[config.mk]
export PLATFORM = sky130hd
export DESIGN_NAME = crc8_frame_check
export DESIGN_NICKNAME = d
export VERILOG_FILES = /design/src/rtl/crc8_pkg.sv /design/src/rtl/crc8_lfsr_step.sv /design/src/rtl/crc8_frame_check.sv
export SDC_FILE = /design/constraint.sdc
export NUM_CORES = 1
export LEC_CHECK = 0
export CAP_MARGIN = 0
export CELL_PAD_IN_SITES_DETAIL_PLACEMENT = 1
export CELL_PAD_IN_SITES_GLOBAL_PLACEMENT = 2
export CORE_ASPECT_RATIO = 0.5
export CORE_MARGIN = 4
export CORE_UTILIZATION = 34
export DETAILED_ROUTE_END_ITERATION = 8
export GPL_ROUTABILITY_DRIVEN = 1
export HOLD_SLACK_MARGIN = 0.1
export PLACE_DENSITY_LB_ADDON = 0.05
export SETUP_SLACK_MARGIN = 0.05
export SLEW_MARGIN = 10
export SYNTH_ARGS = -nofsm -noshare
export SYNTH_HDL_FRONTEND = slang
export SYNTH_SLANG_ARGS = --single-unit
[constraint.sdc]
create_clock -name clk -period 2.6 [get_ports clk]
set_input_delay 0.52 -clock clk [delete_from_list [all_inputs] [get_ports clk]]
set_output_delay 0.52 -clock clk [all_outputs]
set_load 0.1 [all_outputs]
[src/rtl/crc8_pkg.sv]
// Shared CRC-8 definitions: FSM state encodings, default polynomial/init, one-bit LFSR step.
package crc8_pkg;

  localparam logic [1:0] ST_IDLE  = 2'd0;
  localparam logic [1:0] ST_SHIFT = 2'd1;
  localparam logic [1:0] ST_DONE  = 2'd2;

  localparam logic [7:0] CRC8_POLY_DEFAULT = 8'h07;
  localparam logic [7:0] CRC8_INIT_DEFAULT = 8'h00;

  // One MSB-first, non-reflected LFSR step with the x^8 term implicit.
  function automatic logic [7:0] crc8_step(input logic [7:0] crc,
                                           input logic       din,
                                           input logic [7:0] poly);
    logic fb;
    fb = crc[7] ^ din;
    return {crc[6:0], 1'b0} ^ (fb ? poly : 8'h00);
  endfunction

endpackage

[src/rtl/crc8_lfsr_step.sv]
// Combinational CRC-8 update over N data bits, data[N-1] applied first.
module crc8_lfsr_step
  import crc8_pkg::*;
#(
  parameter int         N    = 1,
  parameter logic [7:0] POLY = CRC8_POLY_DEFAULT
) (
  input  logic [7:0]   crc_in,
  input  logic [N-1:0] data,
  output logic [7:0]   crc_out
);

  logic [7:0] c;

  always_comb begin
    c = crc_in;
    for (int i = N - 1; i >= 0; i--) begin
      c = crc8_step(c, data[i], POLY);
    end
    crc_out = c;
  end

endmodule

[src/rtl/crc8_frame_check.sv]
// Framed CRC-8 checker: last byte of each frame is the expected CRC of the preceding payload.
// Bit-serial by default (1 byte / 9 cycles); define CRC8_FRAME_PARALLEL_EN for 1 byte / cycle.
module crc8_frame_check
  import crc8_pkg::*;
#(
  parameter logic [7:0] POLY    = CRC8_POLY_DEFAULT,
  parameter logic [7:0] INIT    = CRC8_INIT_DEFAULT,
  parameter int         MAX_LEN = 255,
  localparam int        CW      = $clog2(MAX_LEN + 1)
) (
  input  logic          clk,
  input  logic          rst,
  input  logic          clr,
  input  logic [7:0]    in_data,
  input  logic          in_valid,
  input  logic          in_last,
  output logic          in_ready,
  output logic [7:0]    crc_out,
  output logic          frame_done,
  output logic          frame_ok,
  output logic          len_err,
  output logic [CW-1:0] byte_count
);

  logic [1:0]    state;
  logic [7:0]    crc_reg;
  logic [7:0]    crc_next;
  logic          ovf;
  logic          new_frame;
  logic          accept;
  logic [CW-1:0] cnt_base;
  logic [CW-1:0] cnt_inc;
  logic          ovf_next;
  logic          len_now;

  assign in_ready = (state == ST_IDLE) & ~rst;
  assign accept   = in_valid & in_ready;

`ifdef CRC8_FRAME_PARALLEL_EN
  crc8_lfsr_step #(.N(8), .POLY(POLY)) u_step (
    .crc_in  (crc_reg),
    .data    (in_data),
    .crc_out (crc_next)
  );
`else
  logic [7:0] shreg;
  logic [2:0] bit_cnt;

  crc8_lfsr_step #(.N(1), .POLY(POLY)) u_step (
    .crc_in  (crc_reg),
    .data    (shreg[bit_cnt]),
    .crc_out (crc_next)
  );
`endif

  // byte_count of the previous frame stays visible until the next frame's first byte.
  always_comb begin
    cnt_base = new_frame ? '0 : byte_count;
    cnt_inc  = (cnt_base == CW'(MAX_LEN)) ? cnt_base : cnt_base + 1'b1;
    ovf_next = (new_frame ? 1'b0 : ovf) | (cnt_base == CW'(MAX_LEN));
    len_now  = (cnt_base == '0) | ovf_next;
  end

  always_ff @(posedge clk or posedge rst) begin
    if (rst) begin
      state      <= ST_IDLE;
      crc_reg    <= INIT;
      byte_count <= '0;
      ovf        <= 1'b0;
      new_frame  <= 1'b1;
      crc_out    <= 8'h00;
      frame_done <= 1'b0;
      frame_ok   <= 1'b0;
      len_err    <= 1'b0;
`ifndef CRC8_FRAME_PARALLEL_EN
      shreg      <= 8'h00;
      bit_cnt    <= 3'd0;
`endif
    end else if (clr) begin
      state      <= ST_IDLE;
      crc_reg    <= INIT;
      byte_count <= '0;
      ovf        <= 1'b0;
      new_frame  <= 1'b1;
      frame_done <= 1'b0;
`ifndef CRC8_FRAME_PARALLEL_EN
      bit_cnt    <= 3'd0;
`endif
    end else begin
      frame_done <= 1'b0;
      case (state)
        ST_IDLE: begin
          if (accept) begin
            byte_count <= cnt_inc;
            ovf        <= ovf_next;
            new_frame  <= 1'b0;
            if (in_last) begin
              state      <= ST_DONE;
              frame_done <= 1'b1;
              crc_out    <= crc_reg;
              len_err    <= len_now;
              frame_ok   <= (crc_reg == in_data) & ~len_now;
            end else begin
`ifdef CRC8_FRAME_PARALLEL_EN
              crc_reg <= crc_next;
`else
              shreg   <= in_data;
              bit_cnt <= 3'd7;
              state   <= ST_SHIFT;
`endif
            end
          end
        end
`ifndef CRC8_FRAME_PARALLEL_EN
        ST_SHIFT: begin
          crc_reg <= crc_next;
          bit_cnt <= bit_cnt - 3'd1;
          if (bit_cnt == 3'd0) state <= ST_IDLE;
        end
`endif
        ST_DONE: begin
          crc_reg   <= INIT;
          new_frame <= 1'b1;
          state     <= ST_IDLE;
        end
        default: state <= ST_IDLE;
      endcase
    end
  end

endmodule

---- After elaboration in Yosys (flattened, before gate mapping) ----
Index checks and enable logic that the tools add are counted.
word-level totals
  register bits after elaboration ......... 42
  input bits .............................. 13
  output and inout port bits .............. 20
  logic and storage cells ................. 76
operators by class
  add/sub/neg operators ................... 2
  order comparisons ....................... 1
  equal/unequal tests ..................... 7
  multiplexer cells ....................... 30
  bitwise logic cells ..................... 11
  reduce and logical (&&, ||, !) cells .... 14
operators with widths
  operator                                                    number
  two-way mux 8 bit                                           6
  case mux 8 bit (2 select lines)                             1
  two-way mux 3 bit                                           4
  two-way mux 1 bit                                           11
  != test 3 bit, second input constant                        3
  nonzero test 3 bit                                          3
  adder 8 x 1 -> 8 bit, second input constant                 1
  == test 8 bit                                               1
  == test 8 bit, second input constant                        1
  zero test 8 bit                                             1
  two-way mux 2 bit                                           4
  AND reduction 4 bit                                         2
  bitwise XOR 8 bit                                           1
  case mux 3 bit (2 select lines)                             1
  AND reduction 2 bit                                         3
  less-than comparator 3 x 4 -> 1 bit, second input constant  1
  inverter 1 bit                                              4
  case mux 2 bit (2 select lines)                             1
  nonzero test 2 bit                                          2
  AND 1 bit                                                   3
  binary-select mux 1 bit (select 3 bit)                      1
  zero test 3 bit                                             1
  AND reduction 3 bit                                         1
  subtractor 3 x 1 -> 3 bit, second input constant            1
  other kinds (6)                                             7

---- Longest topological paths before layout ----
  depth in word-level cells ............... 7
  depth in mapped cells ................... 9
  gate-level depth less buffers ........... 8

---- By module ----
Synthesis repeated with hierarchy kept, for this count alone.
unflattened totals
  cells, all modules ...................... 215
  area, all modules ....................... 2223.4 sq um
by module, submodules not included
  module            instances  cells an instance  area an instance (sq um)  sequential area each (sq um)
  crc8_frame_check  1          207                2129.5                    1052.3
  crc8_lfsr_step    1          8                  93.8                      0.0

---- Worst setup path after synthesis ----
No wires, ideal clock.
  path kind ............................... input -> output
  from .................................... input rst
  to ...................................... output in_ready
  arrival ................................. 2.547 ns
  slack ................................... -0.467 ns
  cell stages on the path ................. 1
  buffers on the path ..................... 0
  path through ............................ nor3_1
between the ends
  cells in the longest elaborated chain, start to end .. 2
ends and longest elaborated chain
  what             line                    text
  start, declared  crc8_frame_check.sv:12  input logic rst,
  inverter 1 bit   crc8_frame_check.sv:36  assign in_ready = (state == ST_IDLE) & ~rst;
  AND 1 bit        crc8_frame_check.sv:36
  end, declared    crc8_frame_check.sv:17  output logic in_ready,
No other way between the ends.

---- Final worst setup path ----
  from .................................... register new_frame
  to ...................................... register byte_count[5]
between the ends
  cells in the longest elaborated chain, start to end .. 6
  elaborated cells on any way between the ends .. 7
  classes of those cells .................. 1 x add/sub; 1 x eq/ne; 5 x mux
ends and longest elaborated chain
  what                                                   line                    text
  start, declared                                        crc8_frame_check.sv:29  logic new_frame;
  start signal, assigned                                 crc8_frame_check.sv:70  new_frame <= 1'b1;
  start signal, assigned                                 crc8_frame_check.sv:84  new_frame <= 1'b1;
  start signal, assigned                                 crc8_frame_check.sv:96  new_frame <= 1'b0;
  two-way mux 8 bit *                                    crc8_frame_check.sv:58  cnt_base = new_frame ? '0 : byte_count;
  adder 8 x 1 -> 8 bit or == test 8 bit (tied branches)  crc8_frame_check.sv:59  cnt_inc = (cnt_base == CW'(MAX_LEN)) ? cnt_base : cnt_base + 1'b1;
  two-way mux 8 bit *                                    crc8_frame_check.sv:59
  two-way mux 8 bit *                                    crc8_frame_check.sv:93  if (accept) begin
  two-way mux 8 bit *                                    crc8_frame_check.sv:91  case (state)
  two-way mux 8 bit *                                    crc8_frame_check.sv:79  end else if (clr) begin
  end signal, assigned                                   crc8_frame_check.sv:94  byte_count <= cnt_inc;
  end, declared                                          crc8_frame_check.sv:22  output logic [CW-1:0] byte_count
Every way passes the cells marked *; elsewhere a longest branch is shown, timed or not. The select of a mux whose other input is x is not followed.
A chain may end at the register's enable or synchronous reset.

==> metrics <==
Synth Area in Compound Gates=between 10% and 20%; post-synthesis register bit count=42; endpoints failing setup=0; CTS Buffer Depth=2; initial DRC count=53; Crit Path Class=register to register; share of cells above drive strength 1=21.4%; most frequent cells in the layout=dfrtp_1 (41), nand2_1 (35), buf_4 (24); Async SR Flop Fraction=100%; multiplexer share of the synthesized area=just over 8%; WL met1=roughly 2600 um; input/output buffers=32; Max-Cap Viols=0; Avg WL per Cell=16.4 um; Vias=around 1,600; Slew @ Worst Pin=around 970 ps; gpl congestion=slightly below 0.8; largest family of logic cells by synthesized area=simple AND/OR/NAND/NOR gates; total track usage=about 15%; YS warnings=0; commonest non-fill, non-tap cell in the layout=dfrtp_1; total clock buffers created by CTS=5; Pre-antenna DRT Iters=4; DP Wirelength=3850 um; Crit. End Element=register; Syn Area/Cell=~11 um^2; Final Cycle Share=between 80% and 90%; clock sinks=42; DIE WIDTH=between 100 and 150 um; Max stage delay cell, worst path=dfstp_2; CTS resizes=0; fin. max-slew vios=0; design area=approximately 0.0027 mm^2; global-route wire length before repair=9240 um; worst vdd ir=approximately 0.00037 V; status=completed; RSZ-0062 raised after global routing=false; power per cell area=between 600 and 700 mW/mm^2; n_diodes=0; Cell Area, Synth=roughly 0.0021 mm^2; antenna-violating nets left=0; clock skew=~2.7 ps; post-synthesis simple-gate area fraction=between 10% and 20%; routed wl met2=roughly 2400 um; CP Launch Type=register; Post-Syn Instances=around 200; adder-cell share of the synthesized area=under 10%; Post-synth top flop=dfrtp_1; worst hold path type=register to register; number of synthesized flops with an enable pin=0; largest net degree at the start of global routing=43; Setup TNS Final=0 ps; sequential share of the synthesized area=49.6%; worst skew pair latency=290 ps; H-tree lvl count=2; f_max=444 MHz; WP buf/inv=2; top sig layer=met4; relative slew slack=a little over a third; number of global-route vias before repair=about 1,800; Hold Vio Cnt, Final=0; Clock Tree Root=clkbuf_16; core box area=0.00606 mm^2; Layout fillers=around 700; post-route minimum period=around 2200 ps; XOR/XNOR share of the synthesized area=between 5 and 6%; CTS tree=done; max incr delay on CP=about 630 ps; WL final=5340 um; CP top delay family=flip-flops; fin cells=between 300 and 400; most used cell, CP=inv_1; nets@finish=between 200 and 300; Cell Area, Placed=approximately 0.0025 mm^2; Starting Density=35.0%; CTS hold repair buffers=0; Ports=33; row cnt=20; Leakage=around 0.0013 uW; Crit path required time=2780 ps; Routed met3 length=238 um; Synth cell types=46; cells along the critical path=inv_1, nand2_1, inv_1, ha_1, and4b_1, a211oi_1, o22ai_1, a22o_1; clk slew on worst S/H paths=around 60 ps; Die Y=around 64 um; Crit Path Max Fanout=11; syn_nets=218; Layout area overhead=26.5%; total grt overflow=0; Inst Count DP=318; arrival time at the worst endpoint=around 2400 ps; vias per cell=approximately 5.0; setup bufs post-CTS=0; Die Area=about 0.0076 mm^2; initial antenna violation count=0; DRC viols=0
==> worst register-to-register path, cell delays in order, from the launching register on <==
cell and delay [ps]:
dfstp_2 630, inv_1 170, nand2_1 150, inv_1 60
ha_1 230, and4b_1 270, a211oi_1 260, o22ai_1 120
a22o_1 250
==> synthesized netlist by cell type (2+ instances only) <==
cell       n  area [um^2]
a21oi_1    5         25.0
a22o_1    12          105
nand2_1   35          131
a31oi_1    3         18.8
inv_1     12         45.0
nor4_1     3         18.8
nor2b_1    2         12.5
mux4_2     2         45.0
nor3_1     4         20.0
dfrtp_1   41         1030
xor2_1    10         87.6
a221oi_1   2         17.5
nand4_1    2         12.5
clkbuf_1   5         18.8
xnor2_1    4         35.0
mux2_2    10          113
nand3_1    4         20.0
and2_1     2         12.5
ha_1       4         50.1
o21ai_0    4         20.0
nor2_1     7         26.3
o22ai_1    4         25.0
==> power by group <==
part	internal [uW]	leakage [uW]	switching (uW)
Sequential	704	0.000556	39.1
Combinational	126	0.000649	171
Clock	454	0.0000771	267
Total	1280	0.00128	477
==> area by class of cell <==
cell class / count / area (um^2) / share of cell area [%]
clock buffers: 6 / 129 / 4.80
clock inverters: 2 / 37.5 / 1.40
inverters: 12 / 45.0 / 1.68
multi-input cells: 139 / 990 / 36.9
flip-flops and latches: 42 / 1050 / 39.2
well taps: 88 / 110 / 4.10
repair buffers: 37 / 320 / 11.9
==> logic make-up after synthesis <==
kind of cell	Yosys count
and+or+nand+nor	68
DFF	42
AOI/OAI and AO/OA	40
buffers and inverters	20
xor gates and xnor gates	14
muxes	13
adders and majority gates	4
==> worst paths after layout <==
kind                       startpoint             to  slack (ps)  depth (start not counted)
setup reg to reg            new_frame  byte_count[5]         350                          8
hold reg to reg            crc_out[6]     crc_out[6]         470                          2
hold / removal             crc_out[6]     crc_out[6]         470                          2
setup / recovery            new_frame  byte_count[5]         350                          8
max in group asynchronous         rst  byte_count[1]        1370                          3
min in group asynchronous         rst  byte_count[7]         840                          3
==> per-layer routing <==
| metal | vias up | global-route usage (%) |
|---|---|---|
| met2 | 24 | 24.5 |
| met4 | 0 | 5.42 |
| met1 | 804 | 20.2 |
| li1 | 784 | - |
| met5 | - | 0 |
| met3 | 8 | 4.86 |
==> stage by stage <==
step / utilization, % / setup slack, ps / hold slack, ps / total power, uW
floorplan: - / 213 / 467 / 963
detailed placement: 41.6 / 229 / 464 / 1050
CTS: 44.3 / 328 / 480 / 1790
finish: 44.3 / 350 / 473 / 1760
global route: 44.3 / 168 / 510 / 1840
global placement: 41.6 / 327 / 459 / 1050
Power figures use the tool's default switching activity.
